<file path="src/rtl/bitwise_serial_unit.sv">
// bitwise_serial_unit
// Bit-serial OR / AND / NOT engine. Captures two operands on an accepted
// start strobe and walks them LSB-first, one bit per clock. Each bit's
// results appear on the serial outputs during its cycle. The bit is also
// shifted into per-operation result registers, which are published as
// parallel words when the last bit has been processed.
module bitwise_serial_unit #(
    parameter int WIDTH = 4
) (
    input  logic             clk,
    input  logic             rst,
    input  logic             start,
    input  logic [WIDTH-1:0] A,
    input  logic [WIDTH-1:0] B,
    output logic             ready,
    output logic             busy,
    output logic             ser_valid,
    output logic             ser_or,
    output logic             ser_and,
    output logic             ser_not,
    output logic [WIDTH-1:0] A_or_B,
    output logic [WIDTH-1:0] A_and_B,
    output logic [WIDTH-1:0] not_A,
    output logic             done
);

    localparam int CW = $clog2(WIDTH) + 1;

    localparam logic [1:0] ST_IDLE  = 2'd0;
    localparam logic [1:0] ST_SHIFT = 2'd1;
    localparam logic [1:0] ST_DONE  = 2'd2;

    localparam logic [CW-1:0] LAST_BIT = CW'(WIDTH - 1);

    logic [1:0]       state;
    logic [1:0]       state_next;
    logic [CW-1:0]    cnt;
    logic [WIDTH-1:0] a_reg;
    logic [WIDTH-1:0] b_reg;
    logic [WIDTH-1:0] or_sr;
    logic [WIDTH-1:0] and_sr;
    logic [WIDTH-1:0] not_sr;
    logic             accept;
    logic             last_bit;
    logic             shifting;

    // The operand registers are shifted right every SHIFT cycle. Bit 0 is
    // therefore always the bit currently indexed by cnt. This avoids a
    // variable-index mux on the operands.
    assign shifting  = (state == ST_SHIFT);
    assign ready     = (state == ST_IDLE) || (state == ST_DONE);
    assign busy      = shifting;
    assign ser_valid = shifting;
    assign done      = (state == ST_DONE);
    assign accept    = ready && start;
    assign last_bit  = shifting && (cnt == LAST_BIT);

    assign ser_or  = shifting & (a_reg[0] | b_reg[0]);
    assign ser_and = shifting & (a_reg[0] & b_reg[0]);
    assign ser_not = shifting & ~a_reg[0];

    // Next-state selection; DONE is always a single cycle and may chain
    // straight into a new operation when start is present.
    always_comb begin
        state_next = state;
        case (state)
            ST_IDLE:  if (start) state_next = ST_SHIFT;
            ST_SHIFT: if (last_bit) state_next = ST_DONE;
            ST_DONE:  state_next = start ? ST_SHIFT : ST_IDLE;
            default:  state_next = ST_IDLE;
        endcase
    end

    // State register; reset aborts any operation in flight.
    always_ff @(posedge clk) begin
        if (rst) state <= ST_IDLE;
        else     state <= state_next;
    end

    // Operand capture and per-cycle operand shift / bit counter. A start
    // that is not accepted (while busy) leaves the captured operands alone.
    always_ff @(posedge clk) begin
        if (rst) begin
            a_reg <= '0;
            b_reg <= '0;
            cnt   <= '0;
        end else if (accept) begin
            a_reg <= A;
            b_reg <= B;
            cnt   <= '0;
        end else if (shifting) begin
            a_reg <= a_reg >> 1;
            b_reg <= b_reg >> 1;
            cnt   <= cnt + 1'b1;
        end
    end

    // Result shift registers: each serial bit enters at the MSB. After
    // WIDTH shifts the first (LSB) bit has arrived at position 0.
    always_ff @(posedge clk) begin
        if (rst) begin
            or_sr  <= '0;
            and_sr <= '0;
            not_sr <= '0;
        end else if (shifting) begin
            or_sr  <= {ser_or,  or_sr[WIDTH-1:1]};
            and_sr <= {ser_and, and_sr[WIDTH-1:1]};
            not_sr <= {ser_not, not_sr[WIDTH-1:1]};
        end
    end

    // Parallel results update only on completion. The final bit is merged
    // in here directly, so the words never expose a partial result.
    always_ff @(posedge clk) begin
        if (rst) begin
            A_or_B  <= '0;
            A_and_B <= '0;
            not_A   <= '0;
        end else if (last_bit) begin
            A_or_B  <= {ser_or,  or_sr[WIDTH-1:1]};
            A_and_B <= {ser_and, and_sr[WIDTH-1:1]};
            not_A   <= {ser_not, not_sr[WIDTH-1:1]};
        end
    end

endmodule

</file>
<file path="config.mk">
export PLATFORM = sky130hd
export DESIGN_NAME = bitwise_serial_unit
export DESIGN_NICKNAME = d
export VERILOG_FILES = /design/src/rtl/bitwise_serial_unit.sv
export SDC_FILE = /design/constraint.sdc
export NUM_CORES = 1
export LEC_CHECK = 0
export CAP_MARGIN = 20
export CORE_ASPECT_RATIO = 2
export CORE_MARGIN = 2
export CORE_UTILIZATION = 51
export CTS_BUF_LIST = sky130_fd_sc_hd__clkbuf_4
export DETAILED_ROUTE_END_ITERATION = 16
export GPL_TIMING_DRIVEN = 0
export HOLD_SLACK_MARGIN = 0.12
export PLACE_DENSITY_LB_ADDON = 0.1
export SETUP_SLACK_MARGIN = 0.3
export SYNTH_ARGS = -nofsm -noshare
export SYNTH_HDL_FRONTEND = slang
export SYNTH_SLANG_ARGS = --single-unit
</file>
<file path="constraint.sdc">
create_clock -name clk -period 1.6 [get_ports clk]
set_input_delay 0.32 -clock clk [delete_from_list [all_inputs] [get_ports clk]]
set_output_delay 0.32 -clock clk [all_outputs]
set_load 0.05 [all_outputs]
</file>
# After elaboration in Yosys (flattened, before gate mapping)
# Index checks and enable logic that the tools add are counted.
# classes
add_sub_neg	1
n_mul	0
n_div	0
order_cmp	0
eq_ne	5
shifts	0
mux	8
bitwise	6
n_reduce_logical	7
# ops
op	count
$mux 4	4
$pmux 2 s3	1
$and 1x1->1	4
$mux 2	2
$ne 2x2->1 const B	2
$add 3x1->3 const B	1
$eq 3x2->1 const B	1
$eq 2x1->1 const B	1
$eq 2x2->1 const B	1
$logic_and 1x1->1	2
$logic_not 2->1	1
$reduce_and 2->1	1
$reduce_bool 2->1	1
$reduce_or 2->1	1
$logic_or 1x1->1	1
$mux 1	1
$not 1->1	1
$or 1x1->1	1
# word_totals
reg_bits	37
latch_bits	0
ramBits	0
mem_bits_ro	0
mem_count	0

# Depth between registers and ports, before layout
# depth
depth_word	4
ltp_mapped	6
depth_no_buf	5

# Worst setup path after synthesis
# OpenSTA, ideal clock, no wires.
# synth_timing
path_kind	register to output
start	reg state[0]
end	out ser_or
arrival_time_ns	1.407
required_ns	1.280
path_slack_ns	-0.127
stages_incl_launch_ff	5
path_buffers	2
path_cell_list	dfxtp_1 > nand2b_1 > buf_6 > buf_2 > nor2_1
# synth_between
elab_chain_cells	2
# synth_rtl
element	line	text
start: declaration	35	logic [1:0] state;
start signal: assignment	77	else state <= state_next;
$eq 2x1->1	50	assign shifting = (state == ST_SHIFT);
$and 1x1->1	58	assign ser_or = shifting & (a_reg[0] | b_reg[0]);
end: declaration	18	output logic ser_or,
# No other way between the ends.

# Worst setup path after layout
# layout_timing
start	reg state[1]
end	out ser_not
# layout_between
elab_chain_cells	2
# layout_rtl
element	line	text
$eq 2x1->1	50	
$and 1x1->1	60	assign ser_not = shifting & ~a_reg[0];
end: declaration	20	output logic ser_not,
# No other way between the ends.

==> impl_metrics.prom <==
# TYPE chip_impl_metric gauge
chip_impl_metric{name="final_nets",unit=""} 222
chip_impl_metric{name="muxShareOfSynthArea",unit="%"} 2.247
chip_impl_metric{name="post-dp-hpwl",unit="um"} 2085
chip_impl_metric{name="clock_sink_count",unit=""} 34
chip_impl_metric{name="clk_pin_slew_worst_paths",unit="ns"} 0.10
chip_impl_metric{name="pwr_density_cell",unit="mW/mm^2"} 818.8
chip_impl_metric{name="critical_path_arrival",unit="ns"} 1.45
chip_impl_metric{name="final_cell_area",unit="sq mm"} 0.002163
chip_impl_info{name="run_status",value="complete, but fails checks"} 1
chip_impl_metric{name="initialDrtViolationCount",unit=""} 25
chip_impl_metric{name="max_slew.worst_pin.slew",unit="ns"} 0.6722
chip_impl_metric{name="worst_ep_required_time",unit="ns"} 1.28
chip_impl_metric{name="area.sequential",unit="sq um"} 688.2
chip_impl_metric{name="fillers",unit=""} 140
chip_impl_info{name="critical_path_class",value="flop to output port"} 1
chip_impl_metric{name="parity_gate_share_of_the_synthesized_area_counting_xor_and_xnor_cells",unit="%"} 0.6554
chip_impl_metric{name="routedWlPerCell",unit="um"} 17.89
chip_impl_metric{name="die-width",unit="um"} 40.20
chip_impl_metric{name="place.port_buffers",unit=""} 28
chip_impl_metric{name="drive_above_1_share",unit="%"} 47.85
chip_impl_metric{name="maxSlewViolCount",unit=""} 0
chip_impl_metric{name="synth-simple-area-share",unit="%"} 22.66
chip_impl_metric{name="final-hold-violation-count",unit=""} 0
chip_impl_metric{name="synth_async_reset_ratio",unit="%"} 0
chip_impl_metric{name="yosys_warnings",unit=""} 0
chip_impl_metric{name="syn_to_final_growth",unit="%"} 61.89
chip_impl_info{name="hold_class",value="input port to flop"} 1
chip_impl_metric{name="routed_wirelength",unit="um"} 4239
chip_impl_metric{name="via_count_of_the_first_global_routing_pass",unit=""} 1177
chip_impl_metric{name="gp_congestion",unit=""} 0.7217
chip_impl_metric{name="htree_num_levels",unit=""} 2
chip_impl_info{name="failed_checks",value="negative setup slack"} 1
chip_impl_metric{name="gate_count_of_the_mapped_netlist",unit=""} 156
chip_impl_metric{name="synth-seq-area-share",unit="%"} 50.94
chip_impl_info{name="cts_tree",value="done"} 1
chip_impl_metric{name="post-place-ws",unit="ns"} -0.4637
chip_impl_info{name="startpoint_type",value="flop"} 1
chip_impl_metric{name="layout_setup_ws",unit="ns"} -0.1712
chip_impl_metric{name="pin_count",unit=""} 30
chip_impl_metric{name="p_leak",unit="nW"} 0.8637
chip_impl_metric{name="max_cap_violations",unit=""} 0
chip_impl_metric{name="synth.cell_area",unit="sq mm"} 0.001336
chip_impl_info{name="worstReg2RegStart",value="state[1]"} 1
chip_impl_metric{name="mappedNetlistNets",unit=""} 169
chip_impl_metric{name="peakVddDrop",unit="uV"} 661.9
chip_impl_metric{name="insertedDiodeCount",unit=""} 0
chip_impl_metric{name="inserted_clock_buffers",unit=""} 5
chip_impl_info{name="worst_setup_path_startpoint",value="state[1]"} 1
chip_impl_metric{name="part_of_the_cycle_the_worst_path_needs",unit="%"} 110.7
chip_impl_metric{name="synth.distinct_cells",unit=""} 25
chip_impl_metric{name="drt_drc_violations_left",unit=""} 0
chip_impl_metric{name="final.setup.tns",unit="ns"} -0.6137
chip_impl_metric{name="floorplan.die_area",unit="sq mm"} 0.003071
chip_impl_metric{name="finalSetupViolCount",unit=""} 5
chip_impl_metric{name="route.detailed.vias_per_inst",unit=""} 5.717
chip_impl_info{name="worstHoldStart",value="rst"} 1
chip_impl_metric{name="initial_utilization",unit="%"} 52.66
chip_impl_metric{name="grt_pass1_wl",unit="um"} 5216
chip_impl_metric{name="area_post_placement",unit="sq mm"} 0.001710
chip_impl_metric{name="clock-skew-final",unit="ns"} 0.007584
chip_impl_info{name="ctsRootBufferMaster",value="sky130_fd_sc_hd__clkbuf_4"} 1
chip_impl_metric{name="report.power.total",unit="mW"} 1.771
chip_impl_metric{name="clock.fmax",unit="GHz"} 0.5646
chip_impl_metric{name="synth-edff-count",unit=""} 0
chip_impl_metric{name="floorplan.die.height",unit="um"} 76.39
chip_impl_metric{name="timing.max_slew.rel_slack",unit="%"} 55.19
chip_impl_metric{name="syn_avg_cell_area",unit="sq um"} 8.566
chip_impl_info{name="synth_top_flop_cell",value="sky130_fd_sc_hd__dfxtp_1"} 1
chip_impl_metric{name="ctsHoldBuffers",unit=""} 0
chip_impl_info{name="rsz0062_at_grt",value="true"} 1
chip_impl_metric{name="cts_buffer_depth",unit=""} 2
chip_impl_metric{name="antenna_violating_nets_post_route",unit=""} 0
chip_impl_metric{name="drt_pre_antenna_iters",unit=""} 4
chip_impl_metric{name="ys_seq_elements",unit=""} 34
chip_impl_metric{name="path_max_fanout",unit=""} 4
chip_impl_metric{name="period_minus_slack",unit="ns"} 1.771
chip_impl_metric{name="floorplan.rows",unit=""} 26
chip_impl_metric{name="vias",unit=""} 1355
chip_impl_metric{name="grt_start_max_net_pins",unit=""} 12
chip_impl_info{name="worst_setup_path_end_kind",value="output port"} 1
chip_impl_info{name="largest_family_of_logic_cells_by_synthesized_area",value="simple AND/OR/NAND/NOR gates"} 1
chip_impl_metric{name="grt_antenna_before_repair",unit=""} 0
chip_impl_metric{name="synth_compound_area_share",unit="%"} 14.04
chip_impl_metric{name="grt_usage",unit="%"} 24.52
chip_impl_metric{name="clock_latency",unit="ns"} 0.35
chip_impl_metric{name="globalRoute.totalOverflow",unit=""} 0
chip_impl_metric{name="multi_input_area",unit="sq um"} 773.2
chip_impl_metric{name="synth_adder_area_share",unit="%"} 1.873
chip_impl_metric{name="coreArea",unit="sq mm"} 0.002537
chip_impl_metric{name="timing.hold.ws",unit="ns"} 0.4287
## report_power, final
part | internal (mW) | switching (mW) | total, mW
combinational | 0.194 | 0.206 | 0.400
clock | 0.158 | 0.297 | 0.454
sequential | 0.878 | 0.0397 | 0.917
total | 1.23 | 0.542 | 1.77
## area by class of cell
class / count / share of cell area, %
Multi-Input combinational cell: 104 / 35.74
Sequential cell: 34 / 31.81
Timing Repair Buffer: 46 / 21.17
Buffer: 13 / 5.668
Inverter: 5 / 1.793
Clock buffer: 5 / 1.735
Tap cell: 28 / 1.619
Clock inverter: 2 / 0.4627
## cells in the final DEF, fill, tap and decap left out, drive strengths merged
cell type      netlist  layout
nand2b               4       4
ha                   2       2
and3b                1       1
mux2i                3       3
a211oi               2       2
nand2               38      38
xnor2                1       1
a2111oi              1       1
clkinv               1       3
dfxtp               34      34
clkbuf               5      21
a21oi               19      19
a311oi               2       2
clkinvlp             0       2
clkdlybuf4s50        0       9
nor2                 9       9
buf                  8      34
and2b                2       2
nor3                12      12
o21a                 1       1
nand3b               1       1
nand3                2       2
o22ai                4       4
inv                  4       2
## through the flow
stage / utilization, % / std cells
floorplan: - / 156
global placement: 67.41 / 212
detailed placement: 67.41 / 212
CTS: 72.09 / 227
global route: 85.26 / 237
finish: 85.26 / 237
## cell usage after synthesis (2+ instances only)
library cell | instances | area, sq um
sky130_fd_sc_hd__mux2i_1 | 3 | 30.03
sky130_fd_sc_hd__nand3_1 | 2 | 10.01
sky130_fd_sc_hd__and2b_1 | 2 | 15.01
sky130_fd_sc_hd__nor3_1 | 12 | 60.06
sky130_fd_sc_hd__o22ai_1 | 4 | 25.02
sky130_fd_sc_hd__nor2_1 | 9 | 33.78
sky130_fd_sc_hd__a21oi_1 | 19 | 95.09
sky130_fd_sc_hd__nand2b_1 | 4 | 25.02
sky130_fd_sc_hd__clkbuf_1 | 5 | 18.77
sky130_fd_sc_hd__inv_1 | 4 | 15.01
sky130_fd_sc_hd__dfxtp_1 | 34 | 680.7
sky130_fd_sc_hd__a311oi_1 | 2 | 17.52
sky130_fd_sc_hd__nand2_1 | 38 | 142.6
sky130_fd_sc_hd__ha_1 | 2 | 25.02
sky130_fd_sc_hd__buf_2 | 5 | 25.02
sky130_fd_sc_hd__a211oi_1 | 2 | 15.01
## critical path: stages (launching register included)
cell and delay (ns):
sky130_fd_sc_hd__dfxtp_2 0.35, sky130_fd_sc_hd__nand2b_4 0.12, sky130_fd_sc_hd__buf_8 0.11, sky130_fd_sc_hd__clkinv_8 0.05
sky130_fd_sc_hd__nand2b_1 0.15, sky130_fd_sc_hd__clkinvlp_4 0.12, sky130_fd_sc_hd__buf_4 0.19
## repair_timing
action / 4_1_cts / 5_1_grt
gates cloned: 1 / 1
buffers inserted: 7 / 9
endpoints found under the setup margin: 31 / 40
pin swaps: 1 / 16
gates resized for setup: 123 / 63
## worst paths after layout
kind	endpoint	cells past startpoint	slack (ns)
hold / removal	cnt[2]	2	0.43
hold reg to reg	A_or_B[0]	2	0.47
setup reg to reg	a_reg[2]	8	0.14
setup / recovery	ser_not	6	-0.17
## routing by layer
metal | GRT usage (%) | vias to the layer above | wire length (um)
li1 | - | 629 | -
met1 | 24.05 | 654 | 1420
met2 | 42.26 | 54 | 2498
met3 | 6.414 | 18 | 191
met4 | 13.00 | 0 | 129
met5 | 0 | - | 0
## kinds of logic after synthesis
logic type | after synthesis
AOI/OAI and AO/OA | 29
muxes | 3
and+or+nand+nor | 69
buffers and inverters | 18
xor gates and xnor gates | 1
adders and majority gates | 2
DFF | 34
Power figures use the tool's default switching activity.
